[src/rtl/register_file.sv]
// 32 x 32-bit RISC-V integer register file.
// Registered dual read ports with same-cycle write bypass and stall hold.
module register_file (
    input  logic        clk,
    input  logic        rst,
    input  logic        regf_we,
    input  logic [4:0]  rd_s,
    input  logic [31:0] rd_v,
    input  logic        rd_en,
    input  logic [4:0]  rs1_s,
    input  logic [4:0]  rs2_s,
    output logic [31:0] rs1_v,
    output logic [31:0] rs2_v
);

    logic [31:0] regs_q [32];
    logic [31:0] rs1_q, rs1_d;
    logic [31:0] rs2_q, rs2_d;
    logic        wr_en;

    assign wr_en = regf_we && (rd_s != 5'd0);

    // x0 wins over bypass, bypass wins over stored value
    function automatic logic [31:0] read_port(
        input logic [4:0]  idx,
        input logic        we,
        input logic [4:0]  widx,
        input logic [31:0] wdat,
        input logic [31:0] stored
    );
        logic [31:0] val;
        val = stored;
        if (idx == 5'd0) begin
            val = 32'd0;
        end else if (we && (widx == idx)) begin
            val = wdat;
        end
        return val;
    endfunction

    always_comb begin
        rs1_d = rs1_q;
        rs2_d = rs2_q;
        if (rd_en) begin
            rs1_d = read_port(rs1_s, regf_we, rd_s, rd_v, regs_q[rs1_s]);
            rs2_d = read_port(rs2_s, regf_we, rd_s, rd_v, regs_q[rs2_s]);
        end
    end

    always_ff @(posedge clk) begin
        if (rst) begin
            for (int i = 0; i < 32; i++) begin
                regs_q[i] <= 32'd0;
            end
            rs1_q <= 32'd0;
            rs2_q <= 32'd0;
        end else begin
            if (wr_en) begin
                regs_q[rd_s] <= rd_v;
            end
            rs1_q <= rs1_d;
            rs2_q <= rs2_d;
        end
    end

    assign rs1_v = rs1_q;
    assign rs2_v = rs2_q;

endmodule

[config.mk]
export PLATFORM = sky130hd
export DESIGN_NAME = register_file
export DESIGN_NICKNAME = d
export VERILOG_FILES = /design/src/rtl/register_file.sv
export SDC_FILE = /design/constraint.sdc
export NUM_CORES = 2
export LEC_CHECK = 0
export ABC_AREA = 1
export BUFFER_PORTS_ARGS = -buffer_cell sky130_fd_sc_hd__buf_2
export CAP_MARGIN = 30
export CORE_ASPECT_RATIO = 1.25
export CORE_UTILIZATION = 40
export CTS_BUF_LIST = sky130_fd_sc_hd__clkbuf_4 sky130_fd_sc_hd__clkbuf_8
export DETAILED_ROUTE_END_ITERATION = 6
export PLACE_DENSITY = 0.54
export RECOVER_POWER = 25
export SLEW_MARGIN = 20
export SYNTH_ARGS = -nofsm -noshare
export SYNTH_HDL_FRONTEND = slang
export SYNTH_SLANG_ARGS = --single-unit
[constraint.sdc]
create_clock -name clk -period 5.3 [get_ports clk]
set_clock_uncertainty 0.1 [all_clocks]
set_input_delay 0 -clock clk [delete_from_list [all_inputs] [get_ports clk]]
set_output_delay 0 -clock clk [all_outputs]
set_load 0.02 [all_outputs]
# Word-level counts from Yosys, hierarchy flattened

Memory sizes are Yosys's and may differ from the RTL's.
Cells that the tools add are included.

Eq/ne operators: 2
Muxes and demuxes: 12
Reduce and logical (&&, ||, !) cells: 7

Operators with widths:

| kind                | number |
|---|---|
| 32-bit 2-to-1 mux   | 5 |
| 32-bit OR reduction | 1 |
| 5-bit == test       | 2 |
| 5-bit logical NOT   | 2 |
| 1-bit 2-to-1 mux    | 6 |
| 5-bit 2-to-1 mux    | 1 |
| 5-bit nonzero test  | 1 |
| 1-bit logical AND   | 3 |

Bits in registers: 64
Bits in writable memories: 1024
Output and inout port bits: 64
Memories kept: 1

Memories:

| name   | words | bits a word | read ports | clocked after Yosys merged registers in | wr ports | line | RTL |
|---|---|---|---|---|---|---|---|
| regs_q | 32    | 32          | 2          | 0                                       | 32       | 16   | `logic [31:0] regs_q [32];` |

# Longest topological paths before layout

Depth in word-level cells: 7
Depth in mapped cells: 14

# Least setup slack after synthesis

OpenSTA, ideal clock, no wires.

Path type: input to register
Start: in rd_s[3]
End: mem regs_q[10][0] (enable)
Library setup time: 0.389 ns
Arrival time: 1.855 ns
Setup slack: 2.956 ns
Stages: 8
Buffers on the path: 2
Cells stage by stage: clkbuf_1 > nor3_2 > inv_1 > o21ai_1 > nor3_2 > nand2_1 > clkbuf_1 > nand2_1

RTL lines:

| item        | line | RTL |
|---|---|---|
| from (decl) | 7    | `input logic [4:0] rd_s,` |
| to (decl)   | 16   |  |

==> impl_metrics.env <==
export IMPL_finalNonFillerCells=10600
export IMPL_die_area_um2=156000
export IMPL_final_max_slew_viol_count=474
export IMPL_vias=58700
export IMPL_ys_seq_elements=1088
export IMPL_slew_headroom_pct=-157
export IMPL_setup_viol=19
export IMPL_antenna_found_initial=6
export IMPL_drive_gt1_share_pct=6.81
export IMPL_dp_slack_ns=1.99
export IMPL_core_um2=153000
export IMPL_post_cts_setup_buffers=0
export IMPL_nNetsFinal=8426
export IMPL_tightest_slew_ns=3.85
export IMPL_synthCells=8381
export IMPL_clk_latency_ns=0.96
export IMPL_initial_core_util_pct=40.4
export IMPL_fin_crit_sh_pct=101
export IMPL_cp_max_fo=33
export IMPL_cts_htree_levels=4
export IMPL_p_switching_mw=6.29
export IMPL_p_sw_share_pct=29.1
export IMPL_peakVddDrop_v=0.000309
export IMPL_netlist_area_um2=61600
export IMPL_path_buf_inv=6
export IMPL_drt_iter0_drc=7732
export IMPL_path_delay_family="buffers and inverters"
export IMPL_fp_dieH_um=441
export IMPL_fillers=15300
export IMPL_worstPathArrival_ns=5.92
export IMPL_final_util_pct=45.6
export IMPL_grt_pass1_vias=55100
export IMPL_die_width_um=353
export IMPL_worstSetupPathType="in -> reg"
export IMPL_dp_final_hpwl_um=142000
export IMPL_dpl_cell_area_um2=64200
export IMPL_hold_path_class="in -> reg"
export IMPL_failed_checks="max-capacitance violations, max-slew violations, negative setup slack"
export IMPL_drv_cap=16
export IMPL_fmax_mhz=186
export IMPL_yosysTopAreaCell="edfxtp_1"
export IMPL_dp_cells=10100
export IMPL_avgViaCountPerCell=5.56
export IMPL_endpoint_kind="register"
export IMPL_cts_sinks=1088
export IMPL_wl_per_cell_um=25.0
export IMPL_status="finished, violations left"
export IMPL_rsz0062_at_grt="false"
export IMPL_gr_total_overflow=0
export IMPL_io_pins=115
export IMPL_finalSetupTns_ns=-1.25
export IMPL_grt_pass1_wl_um=377000
export IMPL_drc=0
export IMPL_cp_cell_sequence="dlygate4sd3_1 -> clkbuf_1 -> nor2_1 -> o21ai_0 -> inv_1 -> nand3_1 -> inv_1 -> nand2_2 -> clkbuf_1 -> nand2_2 -> buf_4"
export IMPL_synth_avg_cell_area_um2=7.35
export IMPL_track_usage_pct=33.3
export IMPL_seq_area_frac_synth_pct=52.0
export IMPL_clk_pin_slew_ns=0.07
export IMPL_first_pass_iters=7
export IMPL_gp_congestion=0.865
export IMPL_hold_violations=0
export IMPL_p_seq_share_pct=46.9
export IMPL_start_kind="primary input"
export IMPL_design_area_um2=69500
export IMPL_grt_max_degree=183
export IMPL_synth_top_cell_area_share_pct=49.9
export IMPL_ant_nets=0
export IMPL_internal_power_mw=15.3
export IMPL_root_buffer="clkbuf_8"
export IMPL_cp_required_ns=5.84
export IMPL_clock_power_share_pct=38.7
export IMPL_fin_crit_ns=5.38
export IMPL_max_stage_delay_ns=2.03
export IMPL_numCtsBuffers=186
export IMPL_ys_top_cells_by_area="edfxtp_1 (50%), nand2_1 (17%), nor2_1 (9.7%), nand3_1 (9.1%), inv_1 (4.8%)"
export IMPL_yosysWarnings=0
export IMPL_slowest_stage="clkbuf_1"
export IMPL_cts_buffer_depth=3
export IMPL_synth_cell_types=22
export IMPL_std_cell_rows=160
export IMPL_drt_total_wl_um=264000
export IMPL_port_buffers=114
export IMPL_setup_ws_ns=-0.0794
export IMPL_area_growth_pct=12.8
export IMPL_power_density_nw_per_um2=310
export IMPL_cts_tree="built"
export IMPL_p_leak_nw=31.4
export IMPL_comb_power_share_pct=14.5
layout make-up:
cell class	count	area [µm²]	share of cell area, %
diodes	4	10.0	0.0144
clock buffers	288	3490	5.03
clock inverters	59	490	0.706
inverters	804	3050	4.39
multi-input cells	5879	24200	34.8
flip-flops and latches	1088	32000	46.1
well taps	2025	2530	3.65
repair buffers	416	3680	5.29
layer usage:
| metal | wire length, µm | GRT usage [%] | vias up | share of wire [%] |
|---|---|---|---|---|
| met5 | 12 | 0 | - | 0.0045 |
| met4 | 14700 | 18.3 | 2 | 5.6 |
| met3 | 28600 | 6.78 | 770 | 11 |
| met2 | 118000 | 52.4 | 3654 | 45 |
| met1 | 102000 | 43.0 | 27900 | 39 |
| li1 | - | - | 26400 | - |
synth_stat cells:
cell,n
a21oi_1,130
buf_1,66
buf_2,214
clkbuf_1,361
clkinv_1,3
conb_1,1
dfxtp_1,64
edfxtp_1,1024
inv_1,795
inv_2,6
nand2_1,2831
nand3_1,1118
nand4_1,1
nor2_1,1593
nor3_1,7
nor3_2,2
o211ai_1,63
o21ai_0,92
o21ai_1,2
o22ai_1,6
o41ai_1,1
or2_2,1
sequential cells by signal, summed over array words and instances, names as in the netlist:
name and count:
rs2_v 32, regs_q 1024, rs1_v 32
placed cells by master, fill, tap and decap left out:
master,count
buf_8,11
or2_2,1
buf_12,24
o21ai_1,1
nor2_4,3
nor3_2,1
inv_1,790
nand4_1,1
nor2_1,1590
clkinvlp_4,5
diode_2,4
edfxtp_1,1024
buf_2,41
clkinv_2,17
nand3_4,2
clkbuf_4,75
a21oi_1,130
clkbuf_8,213
inv_6,4
o41ai_2,1
o21ai_0,93
dlygate4sd3_1,144
buf_16,10
nand2_2,43
nand3_1,1116
bufinv_16,8
buf_6,3
clkinv_1,28
clkbuf_1,79
dfxtp_1,64
o22ai_1,6
nand2_4,4
inv_8,4
conb_1,32
o211ai_1,63
inv_2,7
nand2_1,2784
nor3_1,8
buf_4,104
kinds of logic (layout without fill, tap and decap cells):
group	after synthesis	after routing	synth area share, %
AO/OA/AOI/OAI	294	294	2.66
buffers and inverters	1445	1567	9.23
flip-flops	1088	1088	52.0
other	1	36	0.00608
AND/OR/NAND/NOR	5553	5553	36.1
worst reg2reg max path, stage by stage, from the launching register on:
cell and delay (ns):
edfxtp_1 0.39, inv_1 0.07, nand2_1 0.04, nand3_1 0.10
nand3_1 0.07, dlygate4sd3_1 0.57, nand2_1 0.06, dlygate4sd3_1 0.54
nand3_1 0.07, nand2_1 0.11, dlygate4sd3_1 0.57, nand2_1 0.05
nand2_1 0.07, a21oi_1 0.06
repair_timing:
item	CTS	global route
hold endpoints to repair	1135	0
resized for setup	0	1
hold buffers	145	0
endpoints found under the setup margin	0	3
metrics by stage:
stage,hold slack (ns),power (mW)
detailed placement,0.317,13.2
global route,0.0871,22.2
finish,0.0741,21.6
CTS,0.000206,21.6
global placement,0.308,13.2
floorplan,0.102,12.0
power groups by stage:
stage | Clock, mW | Combinational, mW | Sequential, mW
after detailed placement | 0 | 2.95 | 10.3
final | 8.34 | 3.12 | 10.1
after CTS | 8.41 | 3.06 | 10.1
after floorplan | 0 | 1.76 | 10.3
after global routing | 8.73 | 3.36 | 10.2
after global placement | 0 | 2.89 | 10.3
worst paths after layout:
check                start            end  slack, ns  cells after the start
min               rs2_s[0]       rs2_v[5]       0.07                     11
max reg2reg  regs_q[21][9]       rs2_v[9]       2.28                     13
min reg2reg      rs2_v[17]      rs2_v[17]       0.37                      2
max                    rst  regs_q[1][28]      -0.08                     11
Note: power is estimated with default switching activity, not from simulation.
